**src/rtl/data_types_pkg.sv**
```systemverilog
// Shared types and constants for the UART transmitter: control word layout,
// transmitter state encoding and data-width constants.
package data_types_pkg;

    localparam int BR_DIV_W    = 16;
    localparam int DATA_W      = 9;
    localparam int DATA_BITS_8 = 8;
    localparam int DATA_BITS_9 = 9;

    typedef struct packed {
        logic                en;
        logic                stop;
        logic                word;
        logic [BR_DIV_W-1:0] br_div;
    } ctrl_reg_t;

    typedef enum logic [1:0] {
        IDLE,
        START,
        DATA,
        STOP
    } tx_state_t;

endpackage

```
**src/rtl/uart_tx_if.sv**
```systemverilog
// Signal bundle between the UART controller and the transmitter.
// The start/idle pair is a level request plus status, not a valid/ready handshake.
interface uart_tx_if
    import data_types_pkg::*;
(
    input logic clk
);

    logic                rst;
    ctrl_reg_t           control;
    logic [DATA_W-1:0]   data;
    logic                start;
    logic                tx;
    logic                idle;
    tx_state_t           dbg_state;

    modport dut (
        input  clk,
        input  rst,
        input  control,
        input  data,
        input  start,
        output tx,
        output idle,
        output dbg_state
    );

endinterface

```
**src/rtl/baud_tick.sv**
```systemverilog
// Bit-period counter: counts 0..i_div-1 while running and pulses o_tick on
// the last count. Cleared on frame launch so every frame starts on a full period.
module baud_tick
    import data_types_pkg::*;
(
    input  logic                clk,
    input  logic                rst,
    input  logic                i_load,
    input  logic                i_run,
    input  logic [BR_DIV_W-1:0] i_div,
    output logic                o_tick
);

    logic [BR_DIV_W-1:0] r_cnt;

    // i_div is never zero here; the transmitter maps 0 to 1 when latching it.
    assign o_tick = i_run && (r_cnt == (i_div - BR_DIV_W'(1)));

    always_ff @(posedge clk) begin
        if (!rst || i_load || !i_run || o_tick) begin
            r_cnt <= '0;
        end else begin
            r_cnt <= r_cnt + BR_DIV_W'(1);
        end
    end

endmodule

```
**src/rtl/uart_tx.sv**
```systemverilog
// UART transmitter: 1 start bit, 8 or 9 LSB-first data bits, 1 or 2 stop bits.
// Frame settings are latched at launch so mid-frame control changes are ignored.
module uart_tx
    import data_types_pkg::*;
(
    uart_tx_if.dut bus
);

    tx_state_t           r_state;
    logic [DATA_W-1:0]   r_data;
    logic                r_word;
    logic                r_stop;
    logic [BR_DIV_W-1:0] r_br_div;
    logic [3:0]          r_idx;
    logic                r_tx;
    logic                r_idle;

    tx_state_t           w_state_next;
    logic [3:0]          w_idx_next;
    logic                w_tx_next;
    logic                w_idle_next;
    logic                w_launch;
    logic                w_tick;
    logic [3:0]          w_last_idx;

    assign w_launch   = (r_state == IDLE) && bus.control.en && bus.start;
    assign w_last_idx = r_word ? 4'(DATA_BITS_9 - 1) : 4'(DATA_BITS_8 - 1);

    baud_tick u_baud_tick (
        .clk    (bus.clk),
        .rst    (bus.rst),
        .i_load (w_launch),
        .i_run  (r_state != IDLE),
        .i_div  (r_br_div),
        .o_tick (w_tick)
    );

    // tx is registered, so each branch computes the line level for the next bit.
    always_comb begin
        w_state_next = r_state;
        w_idx_next   = r_idx;
        w_tx_next    = r_tx;
        w_idle_next  = r_idle;
        case (r_state)
            IDLE: begin
                w_tx_next   = 1'b1;
                w_idle_next = 1'b1;
                w_idx_next  = 4'd0;
                if (w_launch) begin
                    w_state_next = START;
                    w_tx_next    = 1'b0;
                    w_idle_next  = 1'b0;
                end
            end
            START: begin
                if (w_tick) begin
                    w_state_next = DATA;
                    w_idx_next   = 4'd0;
                    w_tx_next    = r_data[0];
                end
            end
            DATA: begin
                if (w_tick) begin
                    if (r_idx == w_last_idx) begin
                        w_state_next = STOP;
                        w_idx_next   = 4'd0;
                        w_tx_next    = 1'b1;
                    end else begin
                        w_idx_next = r_idx + 4'd1;
                        w_tx_next  = r_data[r_idx + 4'd1];
                    end
                end
            end
            STOP: begin
                // r_idx counts stop-bit periods here
                if (w_tick) begin
                    if (r_idx == {3'b000, r_stop}) begin
                        w_state_next = IDLE;
                        w_idx_next   = 4'd0;
                        w_tx_next    = 1'b1;
                        w_idle_next  = 1'b1;
                    end else begin
                        w_idx_next = r_idx + 4'd1;
                    end
                end
            end
            default: begin
                w_state_next = IDLE;
                w_idx_next   = 4'd0;
                w_tx_next    = 1'b1;
                w_idle_next  = 1'b1;
            end
        endcase
    end

    always_ff @(posedge bus.clk) begin
        if (!bus.rst) begin
            r_state  <= IDLE;
            r_idx    <= 4'd0;
            r_tx     <= 1'b1;
            r_idle   <= 1'b1;
            r_data   <= '0;
            r_word   <= 1'b0;
            r_stop   <= 1'b0;
            r_br_div <= BR_DIV_W'(1);
        end else begin
            r_state <= w_state_next;
            r_idx   <= w_idx_next;
            r_tx    <= w_tx_next;
            r_idle  <= w_idle_next;
            if (w_launch) begin
                r_data   <= bus.data;
                r_word   <= bus.control.word;
                r_stop   <= bus.control.stop;
                r_br_div <= (bus.control.br_div == '0) ? BR_DIV_W'(1) : bus.control.br_div;
            end
        end
    end

    assign bus.tx        = r_tx;
    assign bus.idle      = r_idle;
    assign bus.dbg_state = r_state;

endmodule

```
**src/flat_wrapper.sv**
```systemverilog
// flat-port wrapper written by rule: the top's interface ports become plain ports
module uart_tx_flat import data_types_pkg::*;
  (clk, bus_rst, bus_control, bus_data, bus_start, bus_tx, bus_idle, bus_dbg_state);
  uart_tx_if bus_i (.clk(clk));
  input wire logic clk;
  input wire logic [$bits(bus_i.rst)-1:0] bus_rst;
  input wire logic [$bits(bus_i.control)-1:0] bus_control;
  input wire logic [$bits(bus_i.data)-1:0] bus_data;
  input wire logic [$bits(bus_i.start)-1:0] bus_start;
  output wire logic [$bits(bus_i.tx)-1:0] bus_tx;
  output wire logic [$bits(bus_i.idle)-1:0] bus_idle;
  output wire logic [$bits(bus_i.dbg_state)-1:0] bus_dbg_state;
  assign bus_i.rst = bus_rst;
  assign bus_i.control = bus_control;
  assign bus_i.data = bus_data;
  assign bus_i.start = bus_start;
  assign bus_tx = bus_i.tx;
  assign bus_idle = bus_i.idle;
  assign bus_dbg_state = bus_i.dbg_state;
  uart_tx u_core (.bus(bus_i));
endmodule
```
**config.mk**
```make
export PLATFORM = sky130hd
export DESIGN_NAME = uart_tx_flat
export DESIGN_NICKNAME = d
export VERILOG_FILES = /design/src/rtl/data_types_pkg.sv /design/src/rtl/uart_tx_if.sv /design/src/rtl/baud_tick.sv /design/src/rtl/uart_tx.sv /design/src/flat_wrapper.sv
export SDC_FILE = /design/constraint.sdc
export NUM_CORES = 1
export LEC_CHECK = 0
export CORE_ASPECT_RATIO = 0.5
export CORE_UTILIZATION = 45
export CTS_CLUSTER_DIAMETER = 100
export CTS_CLUSTER_SIZE = 12
export DETAILED_ROUTE_END_ITERATION = 12
export GPL_TIMING_DRIVEN = 1
export HOLD_SLACK_MARGIN = 0.08
export PLACE_DENSITY = 0.65
export SYNTH_ARGS = -nofsm -noshare
export SYNTH_HDL_FRONTEND = slang
export SYNTH_SLANG_ARGS = --single-unit
```
**constraint.sdc**
```tcl
create_clock -name clk -period 3.7 [get_ports clk]
set_clock_uncertainty 0.1 [all_clocks]
set_input_delay 0.37 -clock clk [delete_from_list [all_inputs] [get_ports clk]]
set_output_delay 0.37 -clock clk [all_outputs]
set_load 0.01 [all_outputs]
```
# Word-level counts from Yosys, hierarchy flattened
# Cells that the tools add are included.
# Widths: inputs -> output; s select.
op_classes:
  magnitude_cmp: 1
  bitwise: 0
  mux: 25
  n_eq_ne: 12
  n_addsub: 3
  n_mul: 0
  shift: 0
  n_reduce_logical: 16
  div: 0
ops:
  columns: ["operator", "count"]
  rows:
  - ["$mux 4", 6]
  - ["$add 16x1->16 const B", 1]
  - ["$eq 16x16->1", 1]
  - ["$logic_not 16->1", 1]
  - ["$mux 16", 1]
  - ["$pmux 4 s4", 1]
  - ["$sub 16x1->16 const B", 1]
  - ["$mux 2", 6]
  - ["$ne 2x2->1 const B", 4]
  - ["$pmux 2 s4", 1]
  - ["$mux 1", 7]
  - ["$reduce_and 3->1", 2]
  - ["$reduce_and 6->1", 1]
  - ["$lt 4x5->1 const B", 1]
  - ["$add 4x1->4 const B", 1]
  - ["$bmux 1 s4", 1]
  - ["$eq 2x2->1 const B", 2]
  - ["$eq 4x1->1", 1]
  - ["$eq 4x4->1", 1]
  - ["$ne 2x1->1 const B", 2]
  - ["$pmux 1 s4", 1]
  - ["$reduce_and 4->1", 1]
  - ["$reduce_bool 2->1", 2]
  - ["$logic_and 1x1->1", 3]
  - ["5 further kinds", 8]
totals:
  ram_bits: 0
  output_inout_bits: 4
  wordCells: 66
  mem_bits_ro: 0
  input_bits: 31
  reg_bits: 51
  latchBits: 0
  mem_count: 0

# Depth between registers and ports, before layout
# Gate-level depths: netlist of the first run.
depth:
  ltp_word: 6
  ltp_mapped: 12
  mapped_depth_nobuf: 10

# By module
# A second synthesis of the first run with hierarchy kept.
unflattened:
  cells_unflattened: 369
  area_unflattened_um2: 3115.5
modules_own_cells:
  columns: ["module", "area_each_um2", "cells_per_inst", "instances", "seq_area_each_um2"]
  rows:
  - ["uart_tx", 1699.1, 200, 1, 700.7]
  - ["baud_tick", 1416.4, 169, 1, 320.3]

# Worst setup path after synthesis of the first run
# Ideal clock, no wire load.
synth_timing:
  path_type: "register -> register"
  start: "register u_core.r_br_div[0]"
  end: "register u_core.r_state[1] (netlist: u_core.bus.dbg_state[1])"
  path_buffers: 1
  setup_slack_ps: 633
  period_less_slack_ps: 3067
  stages_incl_launch_ff: 11
  required_ps: 3526
  arrival_ps: 2893
  setup_time_ps: 74
  cell_sequence: "dfxtp_1 inv_1 ha_1 or4b_1 buf_2 or3_1 a22oi_1 nand2b_1 or4_4 or4b_1 a31oi_1"
synth_between:
  elab_chain_cells: 5
  elab_cells_between_ends: 7
  classes_between: "add/sub (1); eq/ne (4); reduce/logical (2)"
synth_rtl:
  columns: ["element", "line", "text"]
  rows:
  - ["start: declaration", "uart_tx.sv:13", "logic [BR_DIV_W-1:0] r_br_div;"]
  - ["start signal: assignment", "uart_tx.sv:115", "r_br_div <= (bus.control.br_div == '0) ? BR_DIV_W'(1) : bus.control.br_div;"]
  - ["$sub 16x1->16 (*)", "baud_tick.sv:17", "assign o_tick = i_run && (r_cnt == (i_div - BR_DIV_W'(1)));"]
  - ["$eq 16x16->1 (*)", "baud_tick.sv:17", null]
  - ["$logic_and 1x1->1 (*)", "baud_tick.sv:17", null]
  - ["$ne 2x2->1 (no source line)", null, null]
  - ["$reduce_and 6->1 (no source line) (*)", null, null]
  - ["end signal: assignment", "uart_tx.sv:107", "r_state <= w_state_next;"]
  - ["end: declaration", "uart_tx.sv:9", "tx_state_t r_state;"]
# Every way passes the cells marked *; elsewhere a longest branch is shown, timed or not.
# A chain may end at the register's enable or synchronous reset.

# Worst setup path after layout of the first run
layout_timing:
  start: "register u_core.r_br_div[0]"
  end: "register u_core.u_baud_tick.r_cnt[8]"
layout_between:
  elab_chain_cells: 4
layout_rtl:
  columns: ["element", "line", "text"]
  rows:
  - ["$sub 16x1->16", "baud_tick.sv:17", null]
  - ["$eq 16x16->1", "baud_tick.sv:17", null]
  - ["$logic_and 1x1->1", "baud_tick.sv:17", null]
  - ["$logic_or 1x1->1", "baud_tick.sv:20", "if (!rst || i_load || !i_run || o_tick) begin"]
  - ["end signal: assignment", "baud_tick.sv:23", "r_cnt <= r_cnt + BR_DIV_W'(1);"]
  - ["end: declaration", "baud_tick.sv:14", "logic [BR_DIV_W-1:0] r_cnt;"]
# Every way passes these cells.

==> reports/qor.yml, run 1 <==
status: "finished, final reports clean"
seqCellArea_um2: 1020
grt_pass1_vias: 2441
vias_per_cell: 5.35
setup_tns_ps: 0
clkPwrFrac: 0.256
final_cells: 481
rsz0062_at_grt: "false"
p_int_w: 0.00113
portBuffers: 34
vdd_drop_max_mv: 0.318
diodes: 0
async_reset_ff_frac: 0
rows: 20
synth_area_leaders: "dfxtp_1 35%, nand2_1 9.2%, xor2_1 5.8%"
gp_congestion: 0.830
cap_violations: 0
min_period_ps: 3380
fin_crit_sh: 0.913
antenna_found_initial: 0
dp_slack_ps: 361
area_delta_synth_final_pct: 18.0
worstPathRequired_ps: 3750
ys_warn_count: 0
ctsRootBufferMaster: "clkbuf_16"
synth-seq-area-share: 0.354
final_area_um2: 3410
postCtsSetupBuffers: 0
route.detailed.drc: 0
drt_wl_total_mm: 6.53
seqPwrFrac: 0.391
ant_nets: 0
grt_max_degree: 31
setup_viol: 0
cts_buffers: 5
swShare: 0.349
syn-instance-count: 371
start_util: 0.471
drive_gt1_frac: 0.0458
cts_buffer_depth: 2
core_area_um2: 6130
max_freq_mhz: 296
synth_nets: 409
grt_first_pass_wirelength_mm: 11.1
power_frac_comb: 0.353
htreeDepth: 2
nets: 430
p_sw_w: 0.000605
dp_hpwl_mm: 4.77
clk_pin_slew_ps: 60
crit_path_end_kind: "register"
slew_headroom: 0.571
dr.first_iter.drc_count: 182
cts_resized: 0
final_max_slew_viol_count: 0
multi_input_area_um2: 1730
die_x_um: 115
dr_total_vias: 2575
clkSinkCount: 51
postPlaceCellArea_um2: 3270
final_common_cell: "nand2_1"
avgSynthCellArea_um2: 7.78
wl_per_cell_um: 13.6
hold_class: "reg -> reg"
synth_area_um2: 2890
cts_hold_buf: 0
synth_top_area_share: 0.354
synth.distinct_cells: 53
powerDensity_nw_per_um2: 508
start_kind: "register"
ys.flop_type: "dfxtp_1"
path_class: "reg -> reg"
tritoncts: "built"
die-area_um2: 6760
grt_use_total: 0.211
p_leak_nw: 1.22
arrival_ps: 3430
layout_setup_ws_ps: 323
final_cell_mix: "71 x nand2_1, 51 x dfxtp_1, 34 x clkdlybuf4s50_1, 33 x a21oi_1, 31 x nor2_1"
die_h_um: 58.6
grt.overflow.total: 0
synth_edf_count: 0
worst_pin_slew_ps: 642
worstPathMaxFanout: 16
clock_latency_ps: 290
hold_violations: 0
drt_first_pass_iters: 4
yosys.area.top_type: "dfxtp_1"
holdWs_ps: 355
n_fill_cell: 593
io_pins: 35
dp.cells: 473
synth.ff_latch_count: 51
[worst max-delay path, cell delays in order (launching register included)]
cell and delay [ps]:
dfxtp_1 340, inv_1 70, ha_1 260, or4b_1 610, or3_1 420, a22oi_1 280, nand2b_1 80, or4_4 470
nand3b_1 490, nor2_1 120
[cell usage after synthesis, types with 4 or more instances]
library cell and instances:
or3_1 4, xnor2_1 15, nand2_1 71, o21ai_0 9
a31oi_1 6, nor3_1 9, inv_1 11, clkbuf_1 17
nand2b_1 4, and3_1 5, xor2_1 19, ha_1 7
nor4_1 4, dfxtp_1 51, buf_2 4, a21oi_1 33
nor2_1 31, nor2b_1 4, nand3_1 17
[cell type report]
class                      instances  area share
clock buffer                       7      0.0389
clock inverter                     1     0.00147
inverter                          11      0.0121
multi-input combinational        286       0.509
sequential                        51       0.300
tap                               88      0.0323
timing repair buffer              37       0.107
[flip-flops by register name, summed over array words and instances (netlist names)]
register,cells
u_core.r_br_div,16
u_core.u_baud_tick.r_cnt,16
u_core.r_data,9
u_core.r_idx,4
u_core.bus.dbg_state,2
u_core.bus.idle,1
u_core.bus.tx,1
u_core.r_stop,1
u_core.r_word,1
[stage by stage]
step / total power [W] / utilization
3_5_place_dp: 0.00129 / 0.533
5_1_grt: 0.00184 / 0.556
6_report: 0.00173 / 0.556
2_1_floorplan: 0.00112 / -
4_1_cts: 0.00174 / 0.556
3_3_place_gp: 0.00128 / 0.533
[cells by family (layout without fill, tap and decap cells)]
logic type      Yosys count  after routing  synth area share
compound gates           71             71             0.154
xor+xnor                 34             34             0.103
fa+ha+maj                 7              7            0.0303
buf+inv                  34             56            0.0459
flops                    51             51             0.354
mux                       5              5            0.0260
simple gates            169            169             0.287
[metal layers]
metal	wire length, µm	GRT usage
met1	3270	0.276
met2	2980	0.361
met3	234	0.0505
met4	40	0.0445
met5	0	0
[power by group through the flow]
stage,Clock [W],Combinational (W),Sequential [W]
after floorplan,0,0.000451,0.000668
after global placement,0,0.000590,0.000686
after detailed placement,0,0.000603,0.000689
after CTS,0.000458,0.000609,0.000677
after global routing,0.000476,0.000680,0.000687
final,0.000443,0.000611,0.000677
[worst paths after layout]
kind | from | to | slack (ps) | cells past startpoint
max reg2reg | u_core.r_br_div[0]$_SDFFE_PN1P_ | u_core.u_baud_tick.r_cnt[8]$_SDFF_PP0_ | 320 | 9
min | u_core.r_data[3]$_SDFFE_PN0P_ | u_core.r_data[3]$_SDFFE_PN0P_ | 360 | 2
min reg2reg | u_core.r_data[3]$_SDFFE_PN0P_ | u_core.r_data[3]$_SDFFE_PN0P_ | 360 | 2
max | u_core.r_br_div[0]$_SDFFE_PN1P_ | u_core.u_baud_tick.r_cnt[8]$_SDFF_PP0_ | 320 | 9
(Power assumes the default switching activity.)
==> run 2, diff against run 1 <==
==> constraint.sdc (replaced) <==
create_clock -name clk -period 3.55 [get_ports clk]
set_clock_uncertainty 0.1 [all_clocks]
set_input_delay 0.355 -clock clk [delete_from_list [all_inputs] [get_ports clk]]
set_output_delay 0.355 -clock clk [all_outputs]
set_load 0.01 [all_outputs]
==> run 2 against run 1 <==
  * Critical path type unchanged
  * Final area rose by 1.4%
  * Via count rose by 1.0%
  * Sequential power rose by 4.4%
==> reports/qor.yml, run 2 (synthesis gave the netlist of run 1 again) <==
die_h_um: 58.6
seqPwrFrac: 0.370
final_area_um2: 3450
vias_per_cell: 5.40
postPlaceCellArea_um2: 3280
min_period_ps: 3300
swShare: 0.336
worst_pin_slew_ps: 558
final_max_slew_viol_count: 0
p_sw_w: 0.000643
crit_path_end_kind: "register"
p_int_w: 0.00127
tritoncts: "built"
grt_first_pass_wirelength_mm: 11.1
vdd_drop_max_mv: 0.321
fin_crit_sh: 0.928
setup_tns_ps: 0
max_freq_mhz: 303
cap_violations: 0
clk_pin_slew_ps: 70
hold_class: "reg -> reg"
nets: 431
io_pins: 35
grt.overflow.total: 0
drive_gt1_frac: 0.0558
start_kind: "register"
grt_max_degree: 31
route.detailed.drc: 0
totalPowerFinal_w: 0.00191
cts_hold_buf: 0
htreeDepth: 2
dr.first_iter.drc_count: 136
largestRegisters: "u_core.r_br_div x16, u_core.u_baud_tick.r_cnt x16, u_core.r_data x9"
status: "finished, final reports clean"
slew_headroom: 0.625
arrival_ps: 3420
clock_latency_ps: 290
drt_wl_total_mm: 6.55
diodes: 0
grt_use_total: 0.213
area_delta_synth_final_pct: 19.6
final_common_cell: "nand2_1"
utilization: 0.563
antenna_found_initial: 0
wl_per_cell_um: 13.6
holdWs_ps: 358
n_fill_cell: 585
final_cell_mix: "71 x nand2_1, 51 x dfxtp_1, 34 x clkdlybuf4s50_1, 33 x a21oi_1, 31 x nor2_1"
dp_hpwl_mm: 4.84
rows: 20
hold_violations: 0
drt_first_pass_iters: 4
ctsRootBufferMaster: "clkbuf_16"
clkSinkCount: 51
die_x_um: 115
grt_pass1_vias: 2386
rsz0062_at_grt: "false"
cts_buffer_depth: 2
worstPathRequired_ps: 3670
worstPathMaxFanout: 6
ant_nets: 0
gp_congestion: 0.810
setup_viol: 0
portBuffers: 34
path_class: "reg -> reg"
cts_buffers: 5
clkPwrFrac: 0.292
power_frac_comb: 0.338
core_area_um2: 6130
start_util: 0.471
dr_total_vias: 2602
p_leak_nw: 1.25
die-area_um2: 6760
powerDensity_nw_per_um2: 554
[run 2: changes by cell type in the layout (fill, tap and decap cells not counted), sizes merged]
cell    before  now
buf          3    4
bufinv       0    1
clkbuf       7    6
[run 2: power groups by stage]
stage	combinational (W)	sequential, W	clock, W
CTS	0.000642	0.000706	0.000568
floorplan	0.000470	0.000697	0
finish	0.000647	0.000707	0.000558
detailed placement	0.000634	0.000719	0
global placement	0.000622	0.000716	0
global route	0.000719	0.000718	0.000594
[run 2: final timing paths]
kind	start	end	slack, ps	depth (start not counted)
setup reg to reg	u_core.r_br_div[0]$_SDFFE_PN1P_	u_core.bus.dbg_state[1]$_SDFFE_PN0P_	250	10
hold / removal	u_core.r_data[1]$_SDFFE_PN0P_	u_core.r_data[1]$_SDFFE_PN0P_	360	2
hold reg to reg	u_core.r_data[1]$_SDFFE_PN0P_	u_core.r_data[1]$_SDFFE_PN0P_	360	2
setup / recovery	u_core.r_br_div[0]$_SDFFE_PN1P_	u_core.bus.dbg_state[1]$_SDFFE_PN0P_	250	10
[run 2: metrics by stage]
| stage | setup slack (ps) | std cells |
|---|---|---|
| finish | 254 | 482 |
| global route | 80.6 | 482 |
| CTS | 205 | 482 |
| detailed placement | 225 | 474 |
| global placement | 324 | 474 |
| floorplan | 483 | 371 |
[run 2: timing repair]
item | in CTS | in global routing
buffers inserted | 0 | 0
setup endpoints to repair | 0 | 1
gates resized for setup | 0 | 1
endpoints found under the hold margin | 0 | 0
[run 2: metal layers]
metal,up-vias,share of wire,global-route usage
met1,1215,0.50,0.276
met2,49,0.46,0.363
li1,1333,-,-
met5,-,0,0
met3,5,0.039,0.0515
met4,0,0.0046,0.0501
[run 2: worst max-delay path, cell delays in order, from the launching register on]
cell	delay, ps
dfxtp_1	340
inv_1	70
ha_1	260
or4b_4	550
a2111oi_2	300
a31oi_1	90
nor3_2	140
o22ai_1	140
or4_4	600
or4b_1	480
a31oi_1	160
[run 2: layout make-up]
class,instances,area (µm²),share of cell area
clock inverter,2,35.0,0.0101
timing repair buffer,38,370,0.107
clock buffer,6,139,0.0402
sequential,51,1020,0.296
tap,88,110,0.0319
inverter,11,41.3,0.0120
multi-input combinational,286,1740,0.503
==> run 3, diff against run 2 <==
--- a/config.mk
+++ b/config.mk
@@ -6,6 +6,7 @@
 export NUM_CORES = 1
 export LEC_CHECK = 0
 export CORE_ASPECT_RATIO = 0.5
+export CORE_MARGIN = 2
 export CORE_UTILIZATION = 45
 export CTS_CLUSTER_DIAMETER = 100
 export CTS_CLUSTER_SIZE = 12
==> constraint.sdc (replaced) <==
create_clock -name clk -period 3.55 [get_ports clk]
set_clock_uncertainty 0.1 [all_clocks]
set_input_delay 0.355 -clock clk [delete_from_list [all_inputs] [get_ports clk]]
set_output_delay 0.355 -clock clk [all_outputs]
set_load 0.02 [all_outputs]
==> run 3 against run 2 <==
  * Cell count did not move
  * Sequential power barely moved
  * Routed wire length rose by 0.46%
  * Critical path depth did not move
  * Utilization fell by 0.59 points
  * Final area fell by 1.1%
  * Total power fell by 4.3%
  * Highest routed layer unchanged
  * Register-to-register slack got worse by 40 ps
==> reports/qor.yml, run 3 (synthesis gave the netlist of run 1 again) <==
cts_buffer_depth: 2
postCtsSetupBuffers: 0
drt_first_pass_iters: 4
tritoncts: "built"
die_h_um: 60.6
largestRegisters: "u_core.r_br_div x16, u_core.u_baud_tick.r_cnt x16, u_core.r_data x9"
vdd_drop_max_mv: 0.340
crit_path_end_kind: "register"
arrival_ps: 3460
route.met3.wl_um: 183
final_area_um2: 3420
worst_pin_slew_ps: 579
diodes: 0
setup_viol: 0
critPathMaxStageDelay_ps: 600
status: "finished, final reports clean"
dp_hpwl_mm: 4.86
cts_hold_buf: 0
hold_violations: 0
dp_slack_ps: 209
area_delta_synth_final_pct: 18.4
antenna_found_initial: 0
final_common_cell: "nand2_1"
grt_max_degree: 31
nets: 431
wl_met2_mm: 3.09
routed.top_layer: "met4"
holdWs_ps: 354
route.detailed.drc: 0
layout_setup_ws_ps: 213
slew_headroom: 0.611
p_leak_nw: 1.23
max_freq_mhz: 300
hold_class: "reg -> reg"
powerDensity_nw_per_um2: 536
start_util: 0.471
rsz0062_at_grt: "false"
slowest_stage: "or4_4"
clock_latency_ps: 290
grt.overflow.total: 0
grt_pass1_vias: 2352
clk_pin_slew_ps: 70
drt_wl_total_mm: 6.58
final_max_slew_viol_count: 0
wl_met1_mm: 3.28
drive_gt1_frac: 0.0508
min_period_ps: 3340
path_class: "reg -> reg"
clkSinkCount: 51
die_x_um: 117
cap_violations: 0
worstPathMaxFanout: 6
grt_use_total: 0.202
utilization: 0.557
die-area_um2: 7110
ctsRootBufferMaster: "clkbuf_16"
rows: 20
io_pins: 35
postPlaceCellArea_um2: 3280
crit_chain: "inv_1 > ha_1 > or4b_1 > a2111oi_2 > a31oi_1 > nor3_2 > o22ai_1 > or4_4 > or4b_1 > a31oi_1"
htreeDepth: 2
vias_per_cell: 5.38
cts_buffers: 5
wl_per_cell_um: 13.7
final_cell_mix: "71 x nand2_1, 51 x dfxtp_1, 34 x clkdlybuf4s50_1, 33 x a21oi_1, 31 x nor2_1"
worstPathRequired_ps: 3670
start_kind: "register"
setup_tns_ps: 0
dr.first_iter.drc_count: 152
dr_total_vias: 2591
gp_congestion: 0.806
ant_nets: 0
grt_first_pass_wirelength_mm: 10.9
portBuffers: 34
cts_resized: 0
fin_crit_sh: 0.940
core_area_um2: 6130
## run 3: changes by cell type in the layout (fill, tap and decap cells not counted)
cell        change
clkbuf_8        -1
clkbuf_1        +1
clkinvlp_4      +1
bufinv_16       -1
or4b_1          +1
or4b_4          -1
## run 3: path summary, 6_finish.rpt
| check | start | to | slack [ps] | cells past startpoint |
|---|---|---|---|---|
| worst min register to register | u_core.r_data[6]$_SDFFE_PN0P_ | u_core.r_data[6]$_SDFFE_PN0P_ | 350 | 2 |
| worst max register to register | u_core.r_br_div[0]$_SDFFE_PN1P_ | u_core.bus.dbg_state[1]$_SDFFE_PN0P_ | 210 | 10 |
| worst min-delay path | u_core.r_data[6]$_SDFFE_PN0P_ | u_core.r_data[6]$_SDFFE_PN0P_ | 350 | 2 |
| worst max-delay path | u_core.r_br_div[0]$_SDFFE_PN1P_ | u_core.bus.dbg_state[1]$_SDFFE_PN0P_ | 210 | 10 |
## run 3: cell type report
class | instances | area, µm²
Sequential cell | 51 | 1020
Inverter | 11 | 41.3
Fill cell | 611 | 2710
Multi-Input combinational cell | 286 | 1730
Clock buffer | 6 | 129
Tap cell | 88 | 110
Timing Repair Buffer | 38 | 370
Clock inverter | 2 | 12.5
## run 3: stage by stage
step | total power, W | std cells
2_1_floorplan | 0.00118 | 371
3_3_place_gp | 0.00135 | 474
3_5_place_dp | 0.00136 | 474
4_1_cts | 0.00184 | 482
5_1_grt | 0.00196 | 482
6_report | 0.00183 | 482
## run 3: where the power goes
group	leakage, nW	switching, W	internal [W]
sequential	0.414	0.0000753	0.000632
clock	0.0669	0.000213	0.000261
combinational	0.746	0.000364	0.000286
## run 3: critical path, delay by kind of cell (launching register included)
family	cells	cell delay [ps]
AND/OR/NAND/NOR	4	1780
AO/OA/AOI/OAI	4	700
flip-flops	1	360
adder cells (fa/ha/maj)	1	250
buffers and inverters	1	70
## run 3: layer usage
metal	track usage	up-vias
li1	-	1329
met3	0.0450	4
met2	0.325	28
met5	0	-
met1	0.277	1230
met4	0.0605	0
